## src/rtl/mult_pkg.sv

```systemverilog
// Shared types for the multiplier issue queue: operand record, FSM state encoding,
// default queue depth and the saturating error-counter step.
package mult_pkg;

    localparam int MULT_DEPTH = 4;

    typedef struct packed {
        logic [15:0] a;
        logic        a_parity;
        logic [15:0] b;
        logic        b_parity;
    } operand_t;

    typedef enum logic [1:0] {
        S_IDLE     = 2'd0,
        S_REQ      = 2'd1,
        S_WAIT_RES = 2'd2,
        S_DONE     = 2'd3
    } issue_state_t;

    function automatic logic [15:0] sat_inc16(input logic [15:0] v);
        return (v == 16'hFFFF) ? v : v + 16'd1;
    endfunction

endpackage

```

## src/rtl/mult_op_fifo.sv

```systemverilog
// Operand queue: DEPTH-entry FIFO, head readable combinationally, push/pop same edge.
// Push ignored when full, pop ignored when empty; upstream sees full as backpressure.
module mult_op_fifo
    import mult_pkg::*;
#(
    parameter  int DEPTH = MULT_DEPTH,
    localparam int AW    = $clog2(DEPTH),
    localparam int LW    = $clog2(DEPTH + 1)
) (
    input  logic          clk,
    input  logic          rst_n,
    input  logic          push_i,
    input  operand_t      push_dat_i,
    input  logic          pop_i,
    output operand_t      head_o,
    output logic          full_o,
    output logic          empty_o,
    output logic [LW-1:0] level_o
);

    operand_t      mem_q [DEPTH];
    logic [AW-1:0] wr_ptr_q, wr_ptr_d;
    logic [AW-1:0] rd_ptr_q, rd_ptr_d;
    logic [LW-1:0] level_q, level_d;
    logic          push_ok, pop_ok;

    assign full_o  = (level_q == LW'(DEPTH));
    assign empty_o = (level_q == '0);
    assign level_o = level_q;
    assign head_o  = mem_q[rd_ptr_q];

    assign push_ok = push_i && !full_o;
    assign pop_ok  = pop_i && !empty_o;

    // Power-of-two depth lets the pointers wrap by natural overflow.
    always_comb begin
        wr_ptr_d = push_ok ? wr_ptr_q + AW'(1) : wr_ptr_q;
        rd_ptr_d = pop_ok  ? rd_ptr_q + AW'(1) : rd_ptr_q;
        level_d  = level_q;
        case ({push_ok, pop_ok})
            2'b10:   level_d = level_q + LW'(1);
            2'b01:   level_d = level_q - LW'(1);
            default: level_d = level_q;
        endcase
    end

    always_ff @(posedge clk or negedge rst_n) begin
        if (!rst_n) begin
            wr_ptr_q <= '0;
            rd_ptr_q <= '0;
            level_q  <= '0;
        end else begin
            wr_ptr_q <= wr_ptr_d;
            rd_ptr_q <= rd_ptr_d;
            level_q  <= level_d;
        end
    end

    always_ff @(posedge clk) begin
        if (push_ok) mem_q[wr_ptr_q] <= push_dat_i;
    end

endmodule

```

## src/rtl/mult_issue_queue.sv

```systemverilog
// Queues operand pairs and issues them one at a time to a req/ack multiplier; req follows a push into an empty idle queue by one cycle.
// in_ready drops while the queue is full; only one multiplication is in flight, the head is popped on completion.
module mult_issue_queue
    import mult_pkg::*;
#(
    parameter  int DEPTH = MULT_DEPTH,
    localparam int LW    = $clog2(DEPTH + 1)
) (
    input  logic          clk,
    input  logic          rst_n,
    input  logic          in_valid,
    output logic          in_ready,
    input  logic [15:0]   in_arg_a,
    input  logic [15:0]   in_arg_b,
    input  logic          in_arg_a_parity,
    input  logic          in_arg_b_parity,
    output logic          req,
    output logic [15:0]   arg_a,
    output logic [15:0]   arg_b,
    output logic          arg_a_parity,
    output logic          arg_b_parity,
    input  logic          ack,
    input  logic          result_rdy,
    input  logic [31:0]   result,
    input  logic          result_parity,
    input  logic          arg_parity_error,
    output logic          out_valid,
    output logic [31:0]   out_result,
    output logic          out_result_parity,
    output logic          out_parity_error,
    output logic [LW-1:0] level,
    output logic [15:0]   err_cnt
);

    issue_state_t state_q, state_d;
    operand_t     in_op, head_op, arg_q, arg_d;
    logic         req_q, req_d;
    logic         out_valid_q, out_valid_d;
    logic [31:0]  out_result_q, out_result_d;
    logic         out_rpar_q, out_rpar_d;
    logic         out_perr_q, out_perr_d;
    logic [15:0]  err_cnt_q, err_cnt_d;
    logic         fifo_full, fifo_empty, pop;

    assign in_op = '{a: in_arg_a, a_parity: in_arg_a_parity,
                     b: in_arg_b, b_parity: in_arg_b_parity};

    mult_op_fifo #(.DEPTH(DEPTH)) u_fifo (
        .clk        (clk),
        .rst_n      (rst_n),
        .push_i     (in_valid),
        .push_dat_i (in_op),
        .pop_i      (pop),
        .head_o     (head_op),
        .full_o     (fifo_full),
        .empty_o    (fifo_empty),
        .level_o    (level)
    );

    assign in_ready = !fifo_full;

    always_ff @(posedge clk or negedge rst_n) begin
        if (!rst_n) state_q <= S_IDLE;
        else        state_q <= state_d;
    end

    always_comb begin
        state_d = state_q;
        case (state_q)
            S_IDLE:     if (!fifo_empty) state_d = S_REQ;
            S_REQ:      if (ack)         state_d = result_rdy ? S_DONE : S_WAIT_RES;
            S_WAIT_RES: if (result_rdy)  state_d = S_DONE;
            default:                     state_d = S_IDLE;
        endcase
    end

    // The entry stays at the head while in flight; it is popped only in DONE.
    always_comb begin
        req_d        = req_q;
        arg_d        = arg_q;
        out_valid_d  = 1'b0;
        out_result_d = out_result_q;
        out_rpar_d   = out_rpar_q;
        out_perr_d   = out_perr_q;
        err_cnt_d    = err_cnt_q;
        pop          = 1'b0;
        case (state_q)
            S_IDLE: if (!fifo_empty) begin
                req_d = 1'b1;
                arg_d = head_op;
            end
            S_REQ: if (ack) req_d = 1'b0;
            S_DONE: begin
                pop = 1'b1;
                if (out_perr_q) err_cnt_d = sat_inc16(err_cnt_q);
            end
            default: ;
        endcase
        if (((state_q == S_REQ) && ack && result_rdy) ||
            ((state_q == S_WAIT_RES) && result_rdy)) begin
            out_valid_d  = 1'b1;
            out_result_d = result;
            out_rpar_d   = result_parity;
            out_perr_d   = arg_parity_error;
        end
    end

    always_ff @(posedge clk or negedge rst_n) begin
        if (!rst_n) begin
            req_q        <= 1'b0;
            arg_q        <= '0;
            out_valid_q  <= 1'b0;
            out_result_q <= '0;
            out_rpar_q   <= 1'b0;
            out_perr_q   <= 1'b0;
            err_cnt_q    <= '0;
        end else begin
            req_q        <= req_d;
            arg_q        <= arg_d;
            out_valid_q  <= out_valid_d;
            out_result_q <= out_result_d;
            out_rpar_q   <= out_rpar_d;
            out_perr_q   <= out_perr_d;
            err_cnt_q    <= err_cnt_d;
        end
    end

    assign req               = req_q;
    assign arg_a             = arg_q.a;
    assign arg_b             = arg_q.b;
    assign arg_a_parity      = arg_q.a_parity;
    assign arg_b_parity      = arg_q.b_parity;
    assign out_valid         = out_valid_q;
    assign out_result        = out_result_q;
    assign out_result_parity = out_rpar_q;
    assign out_parity_error  = out_perr_q;
    assign err_cnt           = err_cnt_q;

endmodule

```

## config.mk

```make
export PLATFORM = sky130hd
export DESIGN_NAME = mult_issue_queue
export DESIGN_NICKNAME = d
export VERILOG_FILES = /design/src/rtl/mult_pkg.sv /design/src/rtl/mult_op_fifo.sv /design/src/rtl/mult_issue_queue.sv
export SDC_FILE = /design/constraint.sdc
export NUM_CORES = 1
export LEC_CHECK = 0
export BUFFER_PORTS_ARGS = -buffer_cell sky130_fd_sc_hd__clkbuf_2
export CORE_UTILIZATION = 30
export DETAILED_ROUTE_END_ITERATION = 10
export PLACE_DENSITY = 0.52
export SETUP_SLACK_MARGIN = 0.15
export SLEW_MARGIN = 40
export SYNTH_ARGS = -nofsm -noshare
export SYNTH_HDL_FRONTEND = slang
export SYNTH_SLANG_ARGS = --single-unit
```

## constraint.sdc

```tcl
create_clock -name clk -period 2.8 [get_ports clk]
set_clock_uncertainty 0.2 [all_clocks]
set_input_delay 0.84 -clock clk [delete_from_list [all_inputs] [get_ports clk]]
set_output_delay 0.84 -clock clk [all_outputs]
set_load 0.02 [all_outputs]
```

# Word-level counts from Yosys, hierarchy flattened
# Memory sizes are Yosys's and may differ from the RTL's. A register that Yosys moved wholly into a read port is not among the register bits.
# Cells that the tools add are included.
word_totals:
  regBits: 61
  ram_bits: 136
  input_bits: 73
  output_inout_bits: 90
  n_memories: 1
mem_list:
  columns: ["name", "words", "word_bits", "rd", "rd_clocked_by_memory_dff", "wr", "line_no", "text"]
  rows:
  - ["u_fifo.mem_q", 4, 34, 1, 1, 1, "mult_op_fifo.sv:21", "operand_t mem_q [DEPTH];"]
classes:
  addsub: 5
  n_eq_ne: 10
  muxes: 13
  bitwise_logic: 2
  n_reduce_logical: 17
op_table:
  columns: ["cell", "n"]
  rows:
  - ["adder 16 x 1 -> 16 bit, second input constant", 1]
  - ["== test 16 bit, second input constant", 1]
  - ["AND reduction 3 bit", 3]
  - ["2-to-1 mux 1 bit", 7]
  - ["== test 2 bit, second input constant", 3]
  - ["2-to-1 mux 2 bit", 3]
  - ["inequality test 2 bit, second input constant", 3]
  - ["one-hot mux 2 bit (3 select lines)", 1]
  - ["one-hot mux 3 bit (2 select lines)", 1]
  - ["logical AND 1 bit", 5]
  - ["adder 2 x 1 -> 2 bit, second input constant", 2]
  - ["== test 2 x 1 -> 1 bit, second input constant", 2]
  - ["nonzero test 2 bit", 2]
  - ["adder 3 x 1 -> 3 bit, second input constant", 1]
  - ["== test 3 bit, second input constant", 1]
  - ["zero test 1 bit", 3]
  - ["zero test 3 bit", 1]
  - ["subtractor 3 x 1 -> 3 bit, second input constant", 1]
  - ["zero test 2 bit", 1]
  - ["NOT 1 bit", 2]
  - ["one-hot mux 1 bit (2 select lines)", 1]
  - ["AND reduction 2 bit", 1]
  - ["logical OR 1 bit", 1]

# Longest topological paths before layout
logic_depth:
  ltp_word: 5
  ltp_mapped: 10

# By module
# Synthesis repeated with hierarchy kept, for this count alone.
hier_totals:
  cells_unflattened: 463
  area_unflattened_um2: 8952.3
modules_own_cells:
  columns: ["module", "n_inst", "cells_per_inst", "area_per_inst_um2"]
  rows:
  - ["mult_op_fifo", 1, 216, 5328.9]
  - ["mult_issue_queue", 1, 247, 3623.5]

# Worst setup path after synthesis
# No wires, ideal clock.
synth_timing:
  path_type: "register to register"
  from: "reg u_fifo.level_q[0] (netlist: u_fifo.level_o[0])"
  to: "reg u_fifo.level_q[2] (netlist: u_fifo.level_o[2])"
  arrival_ns: 2.152
  required_time_ns: 2.520
  path_slack_ns: 0.368
  path_stages_with_launch: 11
  path_buffers: 0
  period_less_slack_ns: 2.432
  path_cell_list: "dfrtp_1 -> inv_1 -> nand3_1 -> and2_1 -> inv_1 -> ha_1 -> inv_1 -> fa_1 -> xor2_1 -> nor2_1 -> xor2_1"
synth_via:
  elab_chain_cells: 5
  word_cells_on_any_way: 12
  classes_between: "add/sub (2); eq/ne (3); mux (1); reduce/logical (6)"
synth_lines:
  columns: ["element", "line_no", "text"]
  rows:
  - ["start, declared", "mult_op_fifo.sv:24", "logic [LW-1:0] level_q, level_d;"]
  - ["start signal, assigned", "mult_op_fifo.sv:55", "level_q <= level_d;"]
  - ["== test 3 bit *", "mult_op_fifo.sv:27", "assign full_o = (level_q == LW'(DEPTH));"]
  - ["zero test 1 bit *", null, null]
  - ["net in_ready", "mult_issue_queue.sv:12", "output logic in_ready,"]
  - ["logical AND 1 bit *", "mult_op_fifo.sv:32", "assign push_ok = push_i && !full_o;"]
  - ["== test 2 x 1 -> 1 bit or == test 2 bit (tied branches)", "mult_op_fifo.sv:40", "case ({push_ok, pop_ok})"]
  - ["one-hot mux 3 bit (2 select lines) or nonzero test 2 bit (tied branches)", null, null]
# The timed path passes the listed nets; every way through them passes the cells marked *.
# A chain may end at the register's enable or synchronous reset.

# Worst setup path after layout
layout_timing:
  from: "reg u_fifo.level_q[0] (netlist: u_fifo.level_o[0])"
  to: "out in_ready"
layout_via:
  elab_chain_cells: 2
layout_lines:
  columns: ["element", "line_no", "text"]
  rows:
  - ["== test 3 bit", "mult_op_fifo.sv:27", null]
  - ["zero test 1 bit", "mult_issue_queue.sv:60", "assign in_ready = !fifo_full;"]
  - ["end, declared", "mult_issue_queue.sv:12", null]
# No other way between the ends.

==> impl_results.md <==
* Final setup fails at 0
* DR WL/cell at around 18 um
* Crit-path max FO at 6
* Setup repair bufs after CTS at 0
* Post-synthesis average cell area at 19.17 um^2
* # port buffers at 162
* Fin nets at ~730
* Hold buffer count at CTS at 0
* Class of the worst hold path: in -> async
* WL final at 18,490 um
* Max rail drop VDD at between 0.7 and 0.8 mV
* P per Cell Area at 1156 nW/um^2
* RSZ-0062 raised after global routing: no
* Status: finished clean
* Die Y-Extent at approximately 170 um
* Fin crit period at 2.476 ns
* DRC errors left at 0
* DRT antenna net count at 0
* Setup TNS at 0 ns
* Skew-Pair Late Insertion Delay at around 0.53 ns
* Num Clock Sinks at 231
* Leak Pwr at 4.450 nW
* Post-synth EDFFs at between 100 and 150
* Post-synthesis sequential area ratio at 72.96%
* Routed vias/inst at about 4.5
* Cell depth of the worst flop-to-flop path at 10
* DP Area at between 10,000 and 15,000 um^2
* Synthesized area at 8856 um^2
* Most frequent cells in the layout: clkbuf_2, edfxtp_1, dfrtp_1, mux2_2, mux4_2
* Max_cap viols at 0
* Core area at between 20,000 and 30,000 um^2
* Place WS at 0.2981 ns
* Fmax at 403.9 MHz
* Share of cells above drive strength 1 at 49.63%
* Vias at 4,788
* Initial Util at 30.69%
* Largest net degree at the start of global routing at 38
* Startpoint class of the critical path: register
* H-tree levels at 1
* Synth Register Bits at 231
* Critical Path RT at between 1.5 and 2 ns
* Num ports at around 160
* Setup crit end kind: primary output
* DP Wirelength at 12,130 um
* Gp weighted congestion at between 0.7 and 0.8
* Ys async rst share at about two fifths
* Iteration-0 DRC count of the detailed router at between 150 and 200
* Die X-Extent at 173.8 um
* Clock-pin slew on the worst setup and hold paths at 0.06 ns
* Total GRT Usage at 12.63%
* Area Overhead vs Synth at 26.33%
* Final period utilization at 88.42%
* Final Hold Vio Count at 0
* Final WS setup at around 0.32 ns
* Cell area after layout at 11,190 um^2
* Cell variety after synth at 34
* Max Slew Vio Count at 0
* Clock Tree Buf Depth at 3
* First-pass GRT wire length at 29,490 um
* Worst EP arrival at 1.44 ns
* WHS at between 0.05 and 0.06 ns
* 1st-pass router iterations at 4
* Final core utilization at 38.77%
* Worst-Margin Slew at 0.5345 ns
* CTS root buf: clkbuf_16
* Vias in the first global route at 5,198
* Max_slew headroom at 64.04%
* CTS buffer count at 26
* Gr ovfl total at 0
* Initial antenna violation count at 1
* Yosys warns at 0
* Synth Instances at 462
* Fillers at 2,727
* Most common cell after layout, fill and taps aside: clkbuf_2
* TritonCTS clock tree: yes
* Classification of the worst setup path: reg -> out
* Synth Flop Type: edfxtp_1
* Post_cts resized at 0
* Rows at 62
* Post-Syn Nets at 546
* Die area at 30,210 um^2
-- cell type report --
type | count | area [um^2] | area share [%]
sequential | 231 | 6464 | 57.77
multi-input combinational | 204 | 2281 | 20.39
timing repair buffer | 174 | 1028 | 9.193
clock buffer | 37 | 732.0 | 6.542
tap | 384 | 480.5 | 4.294
clock inverter | 11 | 155.1 | 1.387
inverter | 12 | 45.04 | 0.4026
antenna | 1 | 2.502 | 0.02237
-- power by group --
group          internal [mW]  total [mW]  switching (mW)
registers               4.69        5.25           0.557
clock network           2.11        3.44            1.34
logic                   1.98        4.24            2.26
total                   8.78        12.9            4.15
-- registers in the layout, summed over array words and instances, names as in the netlist, 2 cells and up --
| signal | count |
|---|---|
| out_result | 32 |
| arg_b | 16 |
| err_cnt | 16 |
| u_fifo.mem_q | 136 |
| arg_a | 16 |
| u_fifo.wr_ptr_q | 2 |
| u_fifo.level_o | 3 |
| u_fifo.rd_ptr_q | 2 |
| state_q | 2 |
-- cells in the mapped netlist, types with 2 or more instances --
library cell  number  area share, %
nand4_1            7           0.49
nor2_1             7           0.30
nand2_1           15           0.64
and2_1             2           0.14
xnor2_1           15            1.5
mux2_2            71            9.0
and3_1             8           0.57
inv_1             12           0.51
nor3_1             2           0.11
o21ai_0            5           0.28
ha_1              10            1.4
mux4_2            34            8.6
dfrtp_1           95             27
buf_2             10           0.57
edfxtp_1         136             46
xor2_1             3           0.30
clkbuf_1           3           0.13
nand3_1           11           0.62
-- worst max-delay path, stage by stage (launching register included) --
cell,delay (ns)
dfrtp_1,0.42
inv_1,0.12
nand3_1,0.16
clkbuf_2,0.20
-- path summary, 6_finish.rpt --
path	slack (ns)	startpoint	endpoint
max	0.32	u_fifo.level_o[0]	in_ready
min	0.05	rst_n	arg_a[5]
max reg2reg	0.48	u_fifo.level_o[0]	u_fifo.level_o[2]
min reg2reg	0.30	arg_b[0]	arg_b[0]
max in group asynchronous	1.76	rst_n	u_fifo.rd_ptr_q[1]
min in group clk	0.30	arg_b[0]	arg_b[0]
-- layer usage --
| metal | share of wire, % | vias to the layer above | global-route usage (%) |
|---|---|---|---|
| met5 | 0 | - | 0 |
| met4 | 2.9 | 0 | 4.057 |
| li1 | - | 2162 | - |
| met1 | 41 | 2436 | 15.46 |
| met2 | 49 | 156 | 21.42 |
| met3 | 7.5 | 34 | 3.618 |
-- stage by stage --
stage,total power [mW],std cells
2_1_floorplan,8.058,462
3_3_place_gp,9.549,1005
3_5_place_dp,9.694,1005
4_1_cts,13.20,1053
5_1_grt,13.67,1053
6_report,12.93,1054
-- logic make-up after synthesis --
| group | count (synthesis) | share of synthesized area [%] |
|---|---|---|
| buf+inv | 27 | 1.370 |
| fa+ha+maj | 11 | 1.639 |
| mux | 107 | 17.96 |
| simple gates | 59 | 3.659 |
| xor+xnor | 18 | 1.780 |
| compound gates | 9 | 0.6357 |
| flops | 231 | 72.96 |
No activity file was read; power rests on OpenSTA's default activity.
